$ cat config.mk
export PLATFORM = sky130hd
export DESIGN_NAME = imem_loader_flat
export DESIGN_NICKNAME = d
export VERILOG_FILES = /design/src/rtl/imem_loader_if.sv /design/src/rtl/imem_loader.sv /design/src/flat_wrapper.sv
export SDC_FILE = /design/constraint.sdc
export NUM_CORES = 2
export LEC_CHECK = 0
export ABC_AREA = 1
export ABC_CLOCK_PERIOD_IN_PS = 7200
export BUFFER_PORTS_ARGS = -buffer_cell sky130_fd_sc_hd__buf_2
export CORE_MARGIN = 2
export CORE_UTILIZATION = 35
export CTS_CLUSTER_SIZE = 12
export DETAILED_ROUTE_END_ITERATION = 10
export GPL_TIMING_DRIVEN = 0
export PLACE_DENSITY = 0.53
export SETUP_SLACK_MARGIN = 0.3
export SLEW_MARGIN = 20
export SYNTH_ARGS = -nofsm -noshare
export SYNTH_HDL_FRONTEND = slang
export SYNTH_SLANG_ARGS = --single-unit
$ cat constraint.sdc
create_clock -name clock -period 7.2 [get_ports clock]
set_input_delay 1.44 -clock clock [delete_from_list [all_inputs] [get_ports clock]]
set_output_delay 1.44 -clock clock [all_outputs]
set_load 0.01 [all_outputs]
$ cat src/rtl/imem_loader_if.sv
// Loader/fetch bus for imem_loader: CPU fetch port plus the byte-load handshake.
// The bench/host side uses master, the loader uses slave.
interface imem_loader_if;
    logic [15:0] imemaddr;
    logic [16:0] imemrdata;
    logic        ld_start;
    logic        ld_end;
    logic        ld_valid;
    logic [7:0]  ld_byte;
    logic        ld_ready;
    logic        cpu_reset;
    logic [15:0] word_count;
    logic        ld_err;

    modport master (
        output imemaddr, ld_start, ld_end, ld_valid, ld_byte,
        input  imemrdata, ld_ready, cpu_reset, word_count, ld_err
    );

    modport slave (
        input  imemaddr, ld_start, ld_end, ld_valid, ld_byte,
        output imemrdata, ld_ready, cpu_reset, word_count, ld_err
    );
endinterface

$ cat src/rtl/imem_loader.sv
// Instruction store with a byte-serial loader; holds the CPU in reset while loading
// and releases it through a one-cycle RELEASE state.
module imem_loader #(
    parameter int unsigned IMEM_WORDS = 128
) (
    input  logic         clock,
    input  logic         reset,
    imem_loader_if.slave bus
);
    localparam int unsigned AW   = $clog2(IMEM_WORDS);
    localparam logic [15:0] FULL = 16'(IMEM_WORDS);

    typedef enum logic [1:0] {IDLE, LOAD, RELEASE, RUN} state_t;

    state_t      state;
    logic [16:0] mem [IMEM_WORDS];
    logic [1:0]  phase;
    logic [7:0]  byte0;
    logic [7:0]  byte1;
    logic [15:0] word_count;
    logic        ld_err;
    logic        ld_ready;
    logic        cpu_reset;

    logic        accept;
    logic        word_done;
    logic        last_word;
    logic [16:0] wdata;
    logic [15:0] rindex;
    logic [16:0] rdata;
    logic        unused_addr_lsb;

    // ld_start restarts the session, so a byte offered alongside it is dropped.
    assign accept    = (state == LOAD) && ld_ready && bus.ld_valid && !bus.ld_start;
    assign word_done = accept && (phase == 2'd2) && !reset;
    assign last_word = (word_count + 16'd1) == FULL;
    assign wdata     = {bus.ld_byte[0], byte1, byte0};

    assign unused_addr_lsb = bus.imemaddr[0];

    always_ff @(posedge clock) begin
        if (word_done) begin
            mem[word_count[AW-1:0]] <= wdata;
        end
    end

    always_comb begin
        rindex = {1'b0, bus.imemaddr[15:1]};
        rdata  = '0;
        if (rindex < FULL) begin
            rdata = mem[rindex[AW-1:0]];
        end
    end

    always_ff @(posedge clock) begin
        if (reset) begin
            state      <= IDLE;
            cpu_reset  <= 1'b1;
            ld_ready   <= 1'b0;
            word_count <= '0;
            ld_err     <= 1'b0;
            phase      <= '0;
        end else if (bus.ld_start) begin
            state      <= LOAD;
            cpu_reset  <= 1'b1;
            ld_ready   <= 1'b1;
            word_count <= '0;
            ld_err     <= 1'b0;
            phase      <= '0;
        end else begin
            case (state)
                IDLE: begin
                    if (bus.ld_end) begin
                        state <= RELEASE;
                    end
                end
                LOAD: begin
                    if (accept) begin
                        case (phase)
                            2'd0: begin
                                byte0 <= bus.ld_byte;
                                phase <= 2'd1;
                            end
                            2'd1: begin
                                byte1 <= bus.ld_byte;
                                phase <= 2'd2;
                            end
                            default: begin
                                word_count <= word_count + 16'd1;
                                phase      <= '0;
                            end
                        endcase
                    end
                    // The byte of this cycle is folded in first; a session ending
                    // mid-word discards the partial and flags it.
                    if (word_done && last_word) begin
                        state    <= RELEASE;
                        ld_ready <= 1'b0;
                    end else if (bus.ld_end) begin
                        state    <= RELEASE;
                        ld_ready <= 1'b0;
                        phase    <= '0;
                        if (accept ? !word_done : (phase != 2'd0)) begin
                            ld_err <= 1'b1;
                        end
                    end
                end
                RELEASE: begin
                    state     <= RUN;
                    cpu_reset <= 1'b0;
                end
                default: begin
                end
            endcase
        end
    end

    assign bus.imemrdata  = rdata;
    assign bus.ld_ready   = ld_ready;
    assign bus.cpu_reset  = cpu_reset;
    assign bus.word_count = word_count;
    assign bus.ld_err     = ld_err;
endmodule

$ cat src/flat_wrapper.sv
// flat-port wrapper written by rule: the top's interface ports become plain ports
module imem_loader_flat 
#(
    parameter int unsigned IMEM_WORDS = 128
)
  (clock, reset, bus_imemaddr, bus_ld_start, bus_ld_end, bus_ld_valid, bus_ld_byte, bus_imemrdata, bus_ld_ready, bus_cpu_reset, bus_word_count, bus_ld_err);
  imem_loader_if bus_i ();
  input  logic clock;
  input  logic reset;
  input wire logic [$bits(bus_i.imemaddr)-1:0] bus_imemaddr;
  input wire logic [$bits(bus_i.ld_start)-1:0] bus_ld_start;
  input wire logic [$bits(bus_i.ld_end)-1:0] bus_ld_end;
  input wire logic [$bits(bus_i.ld_valid)-1:0] bus_ld_valid;
  input wire logic [$bits(bus_i.ld_byte)-1:0] bus_ld_byte;
  output wire logic [$bits(bus_i.imemrdata)-1:0] bus_imemrdata;
  output wire logic [$bits(bus_i.ld_ready)-1:0] bus_ld_ready;
  output wire logic [$bits(bus_i.cpu_reset)-1:0] bus_cpu_reset;
  output wire logic [$bits(bus_i.word_count)-1:0] bus_word_count;
  output wire logic [$bits(bus_i.ld_err)-1:0] bus_ld_err;
  assign bus_i.imemaddr = bus_imemaddr;
  assign bus_i.ld_start = bus_ld_start;
  assign bus_i.ld_end = bus_ld_end;
  assign bus_i.ld_valid = bus_ld_valid;
  assign bus_i.ld_byte = bus_ld_byte;
  assign bus_imemrdata = bus_i.imemrdata;
  assign bus_ld_ready = bus_i.ld_ready;
  assign bus_cpu_reset = bus_i.cpu_reset;
  assign bus_word_count = bus_i.word_count;
  assign bus_ld_err = bus_i.ld_err;
  imem_loader #(.IMEM_WORDS(IMEM_WORDS)) u_core (.clock(clock), .reset(reset), .bus(bus_i));
endmodule
==> impl_metrics.py <==
metrics = {
    "worst_setup_path": {
        "cp_top_family": "buffers and inverters",
        "reg2reg_depth": 6,
        "regToRegStartpoint": "u_core.state[0]$_SDFFE_PP0P_",
        "crit_path_frequent_cell": "nand3_1",
        "start_kind": "input port",
        "path_class": "in -> out",
        "crit_slowest_cell": "clkbuf_1",
        "crit_chain": "buf_2 -> buf_2 -> clkbuf_2 -> clkbuf_1 -> nand2_1 -> nand3_1 -> nand3_1 -> nand3_1 -> nand3_1 -> a21oi_1 -> buf_2",
        "max_stage_delay_ns": 0.89,
        "path_buf_inv": 5,
        "cp_max_fo": 10,
        "r2r-end": "u_core.mem[69][8]$_DFFE_PP_",
        "worstPathRequired_ns": 5.76,
        "cp-endpoint": "bus_imemrdata[14]",
        "worst_setup_path_end_kind": "output pin",
        "crit_start": "bus_imemaddr[3]",
        "cp.depth": 11,
        "reg2reg_slack_ns": 2.71,
        "critPathArrivalTime_ns": 5.72,
    },
    "power_and_ir_drop": {
        "power.share.clock_pct": 41.6,
        "intPower_mw": 20.5,
        "power.switching_mw": 6.40,
        "seq_power_share_pct": 52.0,
        "p_per_area_nw_per_um2": 255,
        "combPwrFrac_pct": 6.4,
        "sw_frac_of_total_pct": 23.8,
        "ir_drop_mv": 0.280,
        "leakage_nw": 34.0,
    },
    "run_status": {
        "status": "finished clean",
    },
    "yosys": {
        "synthTopCellsByCount": "2192 x edfxtp_1, 1277 x nor2_1, 1037 x o21ai_0",
        "synth_ff_type": "edfxtp_1",
        "synth_top_area_cell": "edfxtp_1",
        "synthArstFlopShare_pct": 0,
        "synth_area_um2": 88200,
        "yosysMostFrequentCell": "edfxtp_1",
        "synth-edff-count": 2192,
        "synthTopCellsByArea": "edfxtp_1 75%, o21ai_0 5.9%, nor2_1 5.4%, o22ai_1 3.9%, nand2_1 3.2%",
        "ys_seq_area_share_pct": 75.2,
        "synth_top_area_share_pct": 74.6,
        "yosys_warnings": 0,
        "ys_types": 33,
        "syn_nets": 7002,
        "postSynthAreaPerCell_um2": 12.7,
        "ys_ff_latch": 2215,
        "syn-instance-count": 6967,
    },
    "clock_tree": {
        "cts-hold-fix-buffers": 0,
        "clockBufferDepth": 3,
        "insertion_delay_ns": 0.91,
        "cts.htree.levels": 4,
        "clk_pin_slew_ns": 0.06,
        "cts-root-buf": "clkbuf_16",
        "clock_sinks": 2215,
        "cts_made_buffers": 226,
        "cts_setup_buffers": 0,
        "cts_tree": "yes",
    },
    "floorplanning": {
        "dieArea_um2": 256000,
        "ioPinCount": 65,
        "initial_core_util_pct": 35.1,
        "dieWidth_um": 506,
        "die_y_um": 506,
        "fp.coreArea_um2": 251000,
        "num_rows": 184,
    },
    "routing": {
        "drt-pass1-iter-count": 7,
        "vias_per_cell": 5.82,
        "drt_wl_total_um": 362000,
        "drtIter0Drc": 10500,
        "dr_total_vias": 64100,
        "postRouteAntennaNets": 0,
        "drc": 0,
        "routedWlPerCell_um": 32.8,
    },
    "finish": {
        "area_growth_pct": 19.3,
        "drive_gt1_share_pct": 12.1,
        "fin_nets": 7529,
    },
    "timing": {
        "hold_slack_ns": 0.454,
        "tightest_slew_ns": 1.24,
        "fmax_mhz": 140,
        "fin_crit_ns": 7.16,
        "max_slew_margin_pct": 17.1,
        "fin_worst_skew_ns": 0.0581,
        "finalSetupViolCount": 0,
        "rsz0062_at_grt": "no",
        "fin_tns_setup_ns": 0,
        "hold_violations": 0,
        "fin_crit_sh_pct": 99.4,
        "slew_violations": 0,
    },
    "placed_design": {
        "hpwlAfterDp_um": 255000,
        "place_congestion": 1.02,
        "port_buffers": 60,
    },
    "job": {
        "max_cap_violations": 0,
    },
    "global_routing": {
        "grtUsageTotal_pct": 27.4,
        "grt_pass1_wl_um": 488000,
        "grt_start_max_net_pins": 72,
        "antenna_found_initial": 29,
        "grt_overflow": 0,
        "grt_pass1_vias": 59200,
    },
    "worst_hold_path": {
        "hp-class": "reg -> reg",
    },
}
==> cell usage in the layout, fill, tap and decap left out, types with 4 or more instances in the layout <==
master,synthesis,routed
inv_1,51,51
o21ai_1,72,72
buf_2,118,177
ha_1,6,6
dfxtp_1,23,23
diode_2,0,15
o22ai_1,544,544
clkinv_16,0,6
nor2_2,1,5
nor2_4,1,125
nor2_1,1277,1149
clkbuf_16,0,227
buf_16,0,57
clkinv_2,0,18
buf_1,26,26
nand3_2,5,6
nand4_1,8,8
buf_6,40,46
buf_12,0,73
clkbuf_2,0,23
a21oi_1,20,20
clkinv_1,2,61
clkinv_8,0,4
buf_4,29,29
edfxtp_1,2192,2192
buf_8,0,104
o21ai_0,1037,1037
nand3_1,458,457
bufinv_16,0,9
nand2_1,762,762
clkbuf_1,275,307
==> worst min-delay path by stage <==
stage	from	end	slack [ns]	cells after the start
6_report	u_core.bus.cpu_reset$_SDFFE_PP1P_	u_core.bus.cpu_reset$_SDFFE_PP1P_	0.45	2
3_5_place_dp	u_core.bus.cpu_reset$_SDFFE_PP1P_	u_core.bus.cpu_reset$_SDFFE_PP1P_	0.45	2
2_1_floorplan	u_core.bus.cpu_reset$_SDFFE_PP1P_	u_core.bus.cpu_reset$_SDFFE_PP1P_	0.47	2
3_3_place_gp	u_core.bus.cpu_reset$_SDFFE_PP1P_	u_core.bus.cpu_reset$_SDFFE_PP1P_	0.44	2
4_1_cts	u_core.bus.cpu_reset$_SDFFE_PP1P_	u_core.bus.cpu_reset$_SDFFE_PP1P_	0.46	2
5_1_grt	u_core.bus.ld_err$_SDFFE_PP0P_	u_core.bus.ld_err$_SDFFE_PP0P_	0.49	2
==> metal layers <==
| metal | track usage [%] | up-vias | part of all wire (%) |
|---|---|---|---|
| met2 | 40.5 | 4290 | 43 |
| met1 | 37.2 | 32400 | 39 |
| li1 | - | 26700 | - |
| met4 | 14.6 | 14 | 6.0 |
| met5 | 0.167 | - | 0.037 |
| met3 | 6.87 | 725 | 12 |
==> state kept, by name (all words and copies together) (netlist names) <==
signal	count
u_core.bus.cpu_reset	1
u_core.bus.ld_err	1
u_core.bus.ld_ready	1
u_core.bus.word_count	16
u_core.byte0	8
u_core.byte1	8
u_core.mem	2176
u_core.phase	2
u_core.state	2
==> metrics by stage <==
step | std cells | instance area [um2] | utilization, % | setup WS, ns | total power, mW
final | 11000 | 105000 | 41.9 | 0.0447 | 26.9
after floorplan | 6967 | 88200 | - | 2.92 | 15.1
after global placement | 10400 | 92700 | 36.9 | -0.676 | 15.9
after global routing | 11000 | 105000 | 41.9 | 0.311 | 27.4
after CTS | 11000 | 105000 | 41.9 | 0.323 | 26.8
after detailed placement | 10600 | 98300 | 39.2 | 0.0819 | 15.9
==> worst min-delay path: stages (launching register included) <==
cell and delay [ns]:
dfxtp_1 0.31, nand2_1 0.06, nand2_1 0.04
==> cells by family after synthesis <==
family,after synthesis,synth area share [%]
XOR/XNOR,1,0.00993
buffers and inverters,545,2.95
AO/OA/AOI/OAI,1679,10.3
flip-flops,2215,75.2
AND/OR/NAND/NOR,2521,11.5
adder cells (fa/ha/maj),6,0.0851
==> power by group through the flow <==
stage                     Combinational, mW  Sequential [mW]  Clock (mW)
after floorplan                       0.839             14.3           0
after global placement                 1.62             14.3           0
after CTS                              1.65             14.0        11.2
after detailed placement               1.65             14.3           0
after global routing                   1.77             14.0        11.7
final                                  1.72             14.0        11.2
==> layout make-up <==
cell class,count,area (um2)
antenna,15,37.5
buffer,488,2420
clock buffer,284,5900
clock inverter,103,918
fill,23200,146000
inverter,57,216
multi-input combinational,4207,20300
sequential,2215,66300
tap,3348,4190
timing repair buffer,299,4950
==> what timing repair did <==
action,4_1_cts,5_1_grt
pin swaps,0,0
endpoints found under the hold margin,0,0
setup endpoints to repair,7,1
resized for setup,1,2
(Power assumes the default switching activity.)
